**src/rtl/mouse_click_conditioner.sv**
```systemverilog
// Mouse input conditioner: clamps raw coordinates to the cursor area, debounces the
// left button and turns press/release into click, release, tap and drag indications.
module mouse_click_conditioner #(
   parameter int DEBOUNCE_CYCLES = 100000,
   parameter int SCALE_SHIFT     = 0,
   parameter int X_MAX           = 95,
   parameter int Y_MAX           = 63,
   parameter int DRAG_THRESHOLD  = 2
) (
   input  logic        clk_i,
   input  logic        rst_ni,
   input  logic        enable_i,
   input  logic        mouse_left_i,
   input  logic [11:0] mouse_x_i,
   input  logic [11:0] mouse_y_i,
   output logic [6:0]  cursor_x_o,
   output logic [6:0]  cursor_y_o,
   output logic        click_pulse_o,
   output logic        release_pulse_o,
   output logic [6:0]  click_x_o,
   output logic [6:0]  click_y_o,
   output logic        held_o,
   output logic        drag_active_o,
   output logic        tap_o
);

   localparam int             CW       = (DEBOUNCE_CYCLES > 1) ? $clog2(DEBOUNCE_CYCLES) : 1;
   localparam logic [CW-1:0]  CNT_LAST = CW'(DEBOUNCE_CYCLES - 1);
   localparam logic [11:0]    X_LIM    = 12'(X_MAX);
   localparam logic [11:0]    Y_LIM    = 12'(Y_MAX);
   localparam logic [6:0]     DRAG_LIM = 7'(DRAG_THRESHOLD);

   typedef enum logic [1:0] {WAIT_RELEASE, IDLE, PRESSED, DRAGGING} state_t;

   logic [11:0]   sx, sy;
   logic [6:0]    cursor_x_d, cursor_y_d, cursor_x_q, cursor_y_q;
   logic [1:0]    sync_q;
   logic          s;
   logic [CW-1:0] cnt_d, cnt_q;
   logic          db_d, db_q;
   logic          rise_d, fall_d, rise_q, fall_q;
   state_t        state_d, state_q;
   logic          click_pulse_d, click_pulse_q;
   logic          release_pulse_d, release_pulse_q;
   logic          tap_d, tap_q;
   logic [6:0]    click_x_d, click_y_d, click_x_q, click_y_q;
   logic          held_d, held_q, drag_d, drag_q;
   logic [6:0]    dx, dy;
   logic          far;

   assign sx         = mouse_x_i >> SCALE_SHIFT;
   assign sy         = mouse_y_i >> SCALE_SHIFT;
   assign cursor_x_d = (sx > X_LIM) ? X_LIM[6:0] : sx[6:0];
   assign cursor_y_d = (sy > Y_LIM) ? Y_LIM[6:0] : sy[6:0];
   assign s          = sync_q[1];

   // A level change is accepted only after it has been seen on DEBOUNCE_CYCLES consecutive samples.
   always_comb begin
      cnt_d = '0;
      db_d  = db_q;
      if (s != db_q) begin
         if (cnt_q == CNT_LAST) begin
            db_d = ~db_q;
         end else begin
            cnt_d = cnt_q + 1'b1;
         end
      end
   end

   assign rise_d = db_d & ~db_q;
   assign fall_d = ~db_d & db_q;

   assign dx  = (cursor_x_q >= click_x_q) ? (cursor_x_q - click_x_q) : (click_x_q - cursor_x_q);
   assign dy  = (cursor_y_q >= click_y_q) ? (cursor_y_q - click_y_q) : (click_y_q - cursor_y_q);
   assign far = (dx > DRAG_LIM) || (dy > DRAG_LIM);

   always_comb begin
      state_d         = state_q;
      click_pulse_d   = 1'b0;
      release_pulse_d = 1'b0;
      tap_d           = 1'b0;
      click_x_d       = click_x_q;
      click_y_d       = click_y_q;
      if (!enable_i) begin
         state_d = WAIT_RELEASE;
      end else begin
         case (state_q)
            WAIT_RELEASE: if (!db_q) state_d = IDLE;
            IDLE: begin
               if (rise_q) begin
                  state_d       = PRESSED;
                  click_pulse_d = 1'b1;
                  click_x_d     = cursor_x_q;
                  click_y_d     = cursor_y_q;
               end
            end
            // A release always beats the drag check in the same cycle.
            PRESSED: begin
               if (fall_q) begin
                  state_d         = IDLE;
                  release_pulse_d = 1'b1;
                  tap_d           = 1'b1;
               end else if (far) begin
                  state_d = DRAGGING;
               end
            end
            DRAGGING: begin
               if (fall_q) begin
                  state_d         = IDLE;
                  release_pulse_d = 1'b1;
               end
            end
            default: state_d = WAIT_RELEASE;
         endcase
      end
      held_d = (state_d == PRESSED) || (state_d == DRAGGING);
      drag_d = (state_d == DRAGGING);
   end

   always_ff @(posedge clk_i or negedge rst_ni) begin
      if (!rst_ni) begin
         cursor_x_q      <= '0;
         cursor_y_q      <= '0;
         sync_q          <= '0;
         cnt_q           <= '0;
         db_q            <= 1'b0;
         rise_q          <= 1'b0;
         fall_q          <= 1'b0;
         state_q         <= WAIT_RELEASE;
         click_pulse_q   <= 1'b0;
         release_pulse_q <= 1'b0;
         tap_q           <= 1'b0;
         click_x_q       <= '0;
         click_y_q       <= '0;
         held_q          <= 1'b0;
         drag_q          <= 1'b0;
      end else begin
         cursor_x_q      <= cursor_x_d;
         cursor_y_q      <= cursor_y_d;
         sync_q          <= {sync_q[0], mouse_left_i};
         cnt_q           <= cnt_d;
         db_q            <= db_d;
         rise_q          <= rise_d;
         fall_q          <= fall_d;
         state_q         <= state_d;
         click_pulse_q   <= click_pulse_d;
         release_pulse_q <= release_pulse_d;
         tap_q           <= tap_d;
         click_x_q       <= click_x_d;
         click_y_q       <= click_y_d;
         held_q          <= held_d;
         drag_q          <= drag_d;
      end
   end

   assign cursor_x_o      = cursor_x_q;
   assign cursor_y_o      = cursor_y_q;
   assign click_pulse_o   = click_pulse_q;
   assign release_pulse_o = release_pulse_q;
   assign tap_o           = tap_q;
   assign click_x_o       = click_x_q;
   assign click_y_o       = click_y_q;
   assign held_o          = held_q;
   assign drag_active_o   = drag_q;

endmodule

```
**config.mk**
```make
export PLATFORM = sky130hd
export DESIGN_NAME = mouse_click_conditioner
export DESIGN_NICKNAME = d
export VERILOG_FILES = /design/src/rtl/mouse_click_conditioner.sv
export SDC_FILE = /design/constraint.sdc
export NUM_CORES = 1
export LEC_CHECK = 0
export BUFFER_PORTS_ARGS = -buffer_cell sky130_fd_sc_hd__buf_2
export CAP_MARGIN = 30
export CORE_UTILIZATION = 51
export DETAILED_ROUTE_END_ITERATION = 8
export GPL_ROUTABILITY_DRIVEN = 0
export GPL_TIMING_DRIVEN = 0
export PLACE_DENSITY = 0.77
export SETUP_SLACK_MARGIN = 0.05
export SYNTH_ARGS = -nofsm -noshare
export SYNTH_HDL_FRONTEND = slang
export SYNTH_SLANG_ARGS = --single-unit
```
**constraint.sdc**
```tcl
create_clock -name clk_i -period 2.4 [get_ports clk_i]
set_clock_uncertainty 0.15 [all_clocks]
set_input_delay 0 -clock clk_i [delete_from_list [all_inputs] [get_ports clk_i]]
set_output_delay 0 -clock clk_i [all_outputs]
set_load 0.01 [all_outputs]
```
* Word level (Yosys, flattened, before mapping)
Index checks and enable logic that the tools add are counted.
** Word-level totals
- Register bits :: 57
- Memories :: 0
- Memory bits (read-only) :: 0
- Latch bits :: 0
- Memory bits (writable) :: 0
- Output and inout bits :: 33
- Bits of input ports :: 28
** Operators by class
- Equality and inequality tests :: 7
- $add $sub $neg :: 5
- $lt $le $gt $ge :: 6
- Reductions and logical operators :: 5
- Shift operators :: 0
- Divide/modulo/power cells :: 0
- Multiplexer cells :: 23
- Bitwise logic cells :: 4
- Multipliers :: 0
** Operators with widths (number)
- 17-bit 2-to-1 mux :: 2
- 7-bit 2-to-1 mux :: 4
- 7-bit subtractor :: 4
- 17-bit by 1-bit adder with 17-bit output, second input constant :: 1
- 17-bit equality test, second input constant :: 1
- 7-bit >= comparator :: 2
- 7-bit by 2-bit > comparator with 1-bit output, second input constant :: 2
- 12-bit by 6-bit > comparator with 1-bit output, second input constant :: 1
- 12-bit by 7-bit > comparator with 1-bit output, second input constant :: 1
- 2-bit 2-to-1 mux :: 6
- 1-bit 2-to-1 mux :: 10
- 2-bit equality test, second input constant :: 4
- 2-bit case mux with 4 select lines :: 1
- 3-bit AND reduction :: 1
- 1-bit AND :: 2
- 2-bit by 1-bit equality test with 1-bit output, second input constant :: 1
- 2-bit zero test :: 1
- 1-bit logical OR :: 2
- 1-bit NOT :: 2
- 2-bit OR reduction :: 1
- 1-bit != test :: 1

* Logic depth before layout (Yosys ltp)
- Depth after elaboration :: 10
- Gate-level depth with buffers :: 12
- Depth with buffers taken out :: 11

* Least setup slack after synthesis
OpenSTA, ideal clock, no wires.
- Path type :: register -> register
- From :: reg cursor_y_q[1] (netlist: cursor_y_o[1])
- To :: reg drag_q (netlist: drag_active_o)
- Data arrival time :: 2.307 ns
- Cell stages (with the launch flop) :: 11
- Slack :: -0.195 ns
- Clock period less this slack :: 2.595 ns
- Required time :: 2.111 ns
- Path through :: dfrtp_1 -> inv_1 -> ha_1 -> a21boi_0 -> o311a_1 -> buf_6 -> a32oi_1 -> xnor2_1 -> nand4_1 -> nor4b_1 -> a21oi_1
** Between the ends
- Longest elaborated chain between the ends :: 9
- Elaborated cells on any way between the ends :: 11
** RTL lines
- from (decl) :: line 36 : logic [6:0] cursor_x_d, cursor_y_d, cursor_x_q, cursor_y_q;
- from (signal assigned) :: line 139 : cursor_y_q <= cursor_y_d;
- 7-bit subtractor / 7-bit >= comparator (equally long branches) :: line 74 : assign dy = (cursor_y_q >= click_y_q) ? (cursor_y_q - click_y_q) : (click_y_q - cursor_y_q);
- 7-bit 2-to-1 mux * :: line 74
- 7-bit by 2-bit > comparator with 1-bit output * :: line 75 : assign far = (dx > DRAG_LIM) || (dy > DRAG_LIM);
- 1-bit logical OR * :: line 75
- 2-bit 2-to-1 mux * :: line 103 : end else if (far) begin
- 2-bit 2-to-1 mux * :: line 99 : if (fall_q) begin
- 2-bit case mux with 4 select lines * :: line 87 : case (state_q)
- 2-bit 2-to-1 mux * :: line 84 : if (!enable_i) begin
- 2-bit equality test * :: line 117 : drag_d = (state_d == DRAGGING);
- named net drag_d :: line 47 : logic held_d, held_q, drag_d, drag_q;
- to (signal assigned) :: line 152 : drag_q <= drag_d;
- to (decl) :: line 47
The timed path passes the listed nets; every way through them passes the cells marked *.
A chain may end at the register's enable or synchronous reset.

* Final worst setup path
- From :: reg cursor_y_q[0] (netlist: cursor_y_o[0])
- To :: reg drag_q (netlist: drag_active_o)
The elaborated chain is that of the path after synthesis.

==> PnR_summary.wiki <==
{| class="wikitable"
! Metric !! Value
|-
| Final-report setup violation count || 2
|-
| Post-Synthesis Cell Area || 3369 sq um
|-
| Layout cells sized above 1 || 34.95%
|-
| TritonCTS sink count || 57
|-
| Slew at the pin with the worst max-slew slack || 0.6977 ns
|-
| Worst path cell trace || inv_2 > ha_4 > fa_2 > nor2b_1 > o21a_1 > nor2_2 > xnor2_2 > o31ai_2 > nand4_1 > nor4b_4 > a21oi_2
|-
| Maximum vdd drop || between 400 and 500 uV
|-
| Starting density of the core || 53.06%
|-
| Cell type of the slowest stage on the worst timing path || sky130_fd_sc_hd__dfrtp_1
|-
| Status || complete, but fails checks
|-
| CP arrival || 2.77 ns
|-
| Number of buffers inserted during clock tree synthesis || 9
|-
| Source-to-sink clock delay at the later pin of the worst-skew pair || 0.34 ns
|-
| Final min period || ~2.7 ns
|-
| Count of state elements after synthesis || 57
|-
| GRT Total Usage || approximately 25%
|-
| Count of nets left with antenna violations after detail routing || 0
|-
| Signed area change from the synthesized netlist to the final layout || 40.62%
|-
| Cell family with most CP delay || simple AND/OR/NAND/NOR gates
|-
| Most numerous cell in the Yosys netlist || sky130_fd_sc_hd__dfrtp_1
|-
| Category of the worst setup path capture point || flop
|-
| Largest area contributor in the synthesized netlist || sky130_fd_sc_hd__dfrtp_1
|-
| EDFF count, synth || 0
|-
| Half-perimeter wire length after placement || about 5300 um
|-
| Post-route setup TNS || -0.5820 ns
|-
| Area of the die || between 6000 and 7000 sq um
|-
| Max cap viols || 0
|-
| Antenna diode instance count || 0
|-
| Share of Yosys cell area claimed by the top area cell type || 42.33%
|-
| Leakage power || around 2.1 nW
|-
| Number of vias per cell || 5.353
|-
| Top cell types by occurrence after synthesis || sky130_fd_sc_hd__dfrtp_1 (57), sky130_fd_sc_hd__inv_1 (32), sky130_fd_sc_hd__ha_1 (29), sky130_fd_sc_hd__nand2_1 (28), sky130_fd_sc_hd__o21ai_0 (26)
|-
| Port-buffer cells || 60
|-
| Proportion of register bits with asynchronous set or reset after synthesis || 100.0%
|-
| Root buf cell || sky130_fd_sc_hd__clkbuf_8
|-
| Wire length of the first global-routing pass || 13740 um
|-
| Tightest slew margin relative to the limit || between 50% and 60%
|-
| DRC violation count after routing || 0
|-
| Most instantiated flip-flop cell in the synthesis netlist || sky130_fd_sc_hd__dfrtp_1
|-
| Maximum count of clock buffers along a single path || 2
|-
| Class of the worst hold path || input port to async pin
|-
| Height of the die || 83.28 um
|-
| Violated checks || setup timing
|-
| Unrepaired setup endpoints after global routing || yes
|-
| Syn Inst Count || 349
|-
| Data required time at the worst endpoint || 2.47 ns
|-
| Number of global-route vias before repair || 2933
|-
| Final worst setup slack || -0.3096 ns
|-
| TritonCTS clock tree || yes
|-
| Yosys cell types || 50
|-
| Maximum number of pins on one net before global-route repair || 43
|-
| Placement Rows || 29
|-
| Share of the clock period used by the worst path after layout || 112.9%
|-
| Wire length reported by the detailed router || 9157 um
|-
| Die Width || ~83 um
|-
| Largest fanout on the critical path || 3
|-
| Pre-antenna DRT Iters || 5
|-
| Multiplexer fraction of the synthesized cell area || 2.228%
|-
| Worst Setup Path Type || flop to flop
|-
| Mean routed wirelength per cell || 16.59 um
|-
| Number of DRC violations after detailed-routing iteration 0 || 145
|-
| Adder-Cell Fraction of Synth Area || between 10% and 20%
|-
| H-tree depth || 3
|-
| IO Count || 61
|-
| Xor/xnor share of the synthesized area || slightly above 6%
|-
| Mean cell area of the mapped netlist || 9.655 sq um
|-
| Type of element launching the critical path || flop
|-
| Share of synthesized area occupied by flip-flops and latches || 42.33%
|-
| Simple-gate share of the synthesized area || 18.42%
|-
| Area fraction in compound gates after synthesis || about an eighth
|-
| Critical path's largest stage delay || 0.40 ns
|-
| Vias after detailed routing || between 2000 and 3000
|-
| Initial antenna violation count || 0
|-
| Synth top area cells || sky130_fd_sc_hd__dfrtp_1 (42%), sky130_fd_sc_hd__ha_1 (11%), sky130_fd_sc_hd__o21ai_0 (3.9%)
|-
| Count of pins over their slew limit || 0
|-
| Core outline area || 6350 sq um
|-
| Register clock-pin slew on the reported worst setup and hold paths || 0.07 ns
|-
| Number of hold-slack violations in the final timing report || 0
|-
| Highest clock rate || 0.3691 GHz
|-
| Areal power density over the cells || 428.7 nW/um^2
|-
| Total Power Consumption || 0.002031 W
|-
| Final net count || 531
|-
| Critical path buffer and inverter count || 1
|-
| Net count of the mapped netlist || 410
|-
| Total gr overflow || 0
|-
| Dominant combinational cell family by area after synthesis || simple AND/OR/NAND/NOR gates
|-
| Number of warnings reported in the yosys synthesis log || 0
|}
## where the power goes
part / internal, W / switching (W) / total (W)
clock network: 0.000504 / 0.000400 / 0.000904
logic: 0.0000777 / 0.0000716 / 0.000149
registers: 0.000970 / 0.00000838 / 0.000978
total: 0.00155 / 0.000480 / 0.00203
## final cells by class
type,count,area [sq um]
clock buffer,11,141.4
inverter,32,120.1
tap,77,96.34
timing repair buffer,110,767.0
fill,406,1612
multi-input combinational,253,2068
clock inverter,5,55.05
buffer,7,56.30
sequential,57,1434
## state kept, by name, indices dropped and copies added (netlist names), 2 cells and up
register and flops:
cnt_q 17, click_x_o 7, click_y_o 7, cursor_x_o 7, cursor_y_o 7, state_q 2, sync_q 2
## cells in the final DEF (no fill, tap or decap), types with 12 or more instances in the layout
| master | n |
|---|---|
| sky130_fd_sc_hd__buf_2 | 60 |
| sky130_fd_sc_hd__nor2_1 | 22 |
| sky130_fd_sc_hd__ha_1 | 16 |
| sky130_fd_sc_hd__dfrtp_1 | 51 |
| sky130_fd_sc_hd__dlygate4sd3_1 | 30 |
| sky130_fd_sc_hd__nand2_1 | 28 |
| sky130_fd_sc_hd__ha_4 | 12 |
| sky130_fd_sc_hd__inv_1 | 24 |
| sky130_fd_sc_hd__xor2_1 | 13 |
| sky130_fd_sc_hd__or2_2 | 12 |
| sky130_fd_sc_hd__buf_4 | 18 |
| sky130_fd_sc_hd__o21ai_0 | 24 |
| sky130_fd_sc_hd__a21oi_1 | 13 |
## per-stage QoR
| stage | instance area (sq um) | worst slack, ns | hold WS, ns | std cells | util [%] |
|---|---|---|---|---|---|
| floorplan | 3421 | -0.06888 | -0.4456 | 349 | - |
| global route | 4738 | -0.4181 | 0.06964 | 552 | 74.62 |
| global placement | 3817 | -0.3026 | -0.04052 | 486 | 60.12 |
| finish | 4738 | -0.3096 | 0.02186 | 552 | 74.62 |
| detailed placement | 3837 | -0.3224 | -0.2017 | 487 | 60.43 |
| CTS | 4487 | -0.2553 | 0.04458 | 542 | 70.66 |
## kinds of logic (layout without fill, tap and decap cells)
family,Yosys count,in the layout
compound gates,68,68
flops,57,57
mux,7,7
other cells,1,1
xor+xnor,24,24
fa+ha+maj,33,33
simple gates,120,120
buf+inv,39,165
## worst min-delay path, delay by kind of cell
kind | cells | cell delay, ns
buffers and inverters | 3 | 0.89
## metal layers
metal  up-vias  wire [um]  global-route usage [%]
met5         -          0                       0
met4         0        181                   10.82
met3        17        347                   5.467
met2        64       4793                   43.82
met1      1447       3834                   29.82
li1       1427          -                       -
## path summary, 6_finish.rpt
kind	cells past startpoint	startpoint	slack, ns	end
worst max-delay path	11	cursor_y_o[0]	-0.31	drag_active_o
worst min-delay path	3	rst_ni	0.02	click_x_o[4]
worst max register to register	11	cursor_y_o[0]	-0.31	drag_active_o
worst min register to register	0	sync_q[0]	0.20	sync_q[1]
max in group asynchronous	3	rst_ni	0.93	click_y_o[1]
min in group clk_i	2	mouse_left_i	0.15	sync_q[0]
## repair_timing
action | 4_1_cts | 5_1_grt
pin swaps | 9 | 20
hold buffers | 30 | 0
setup endpoints to repair | 2 | 2
endpoints found under the hold margin | 77 | 0
gates resized for setup | 18 | 40
setup buffers | 9 | 10
No activity file was read; power rests on OpenSTA's default activity.
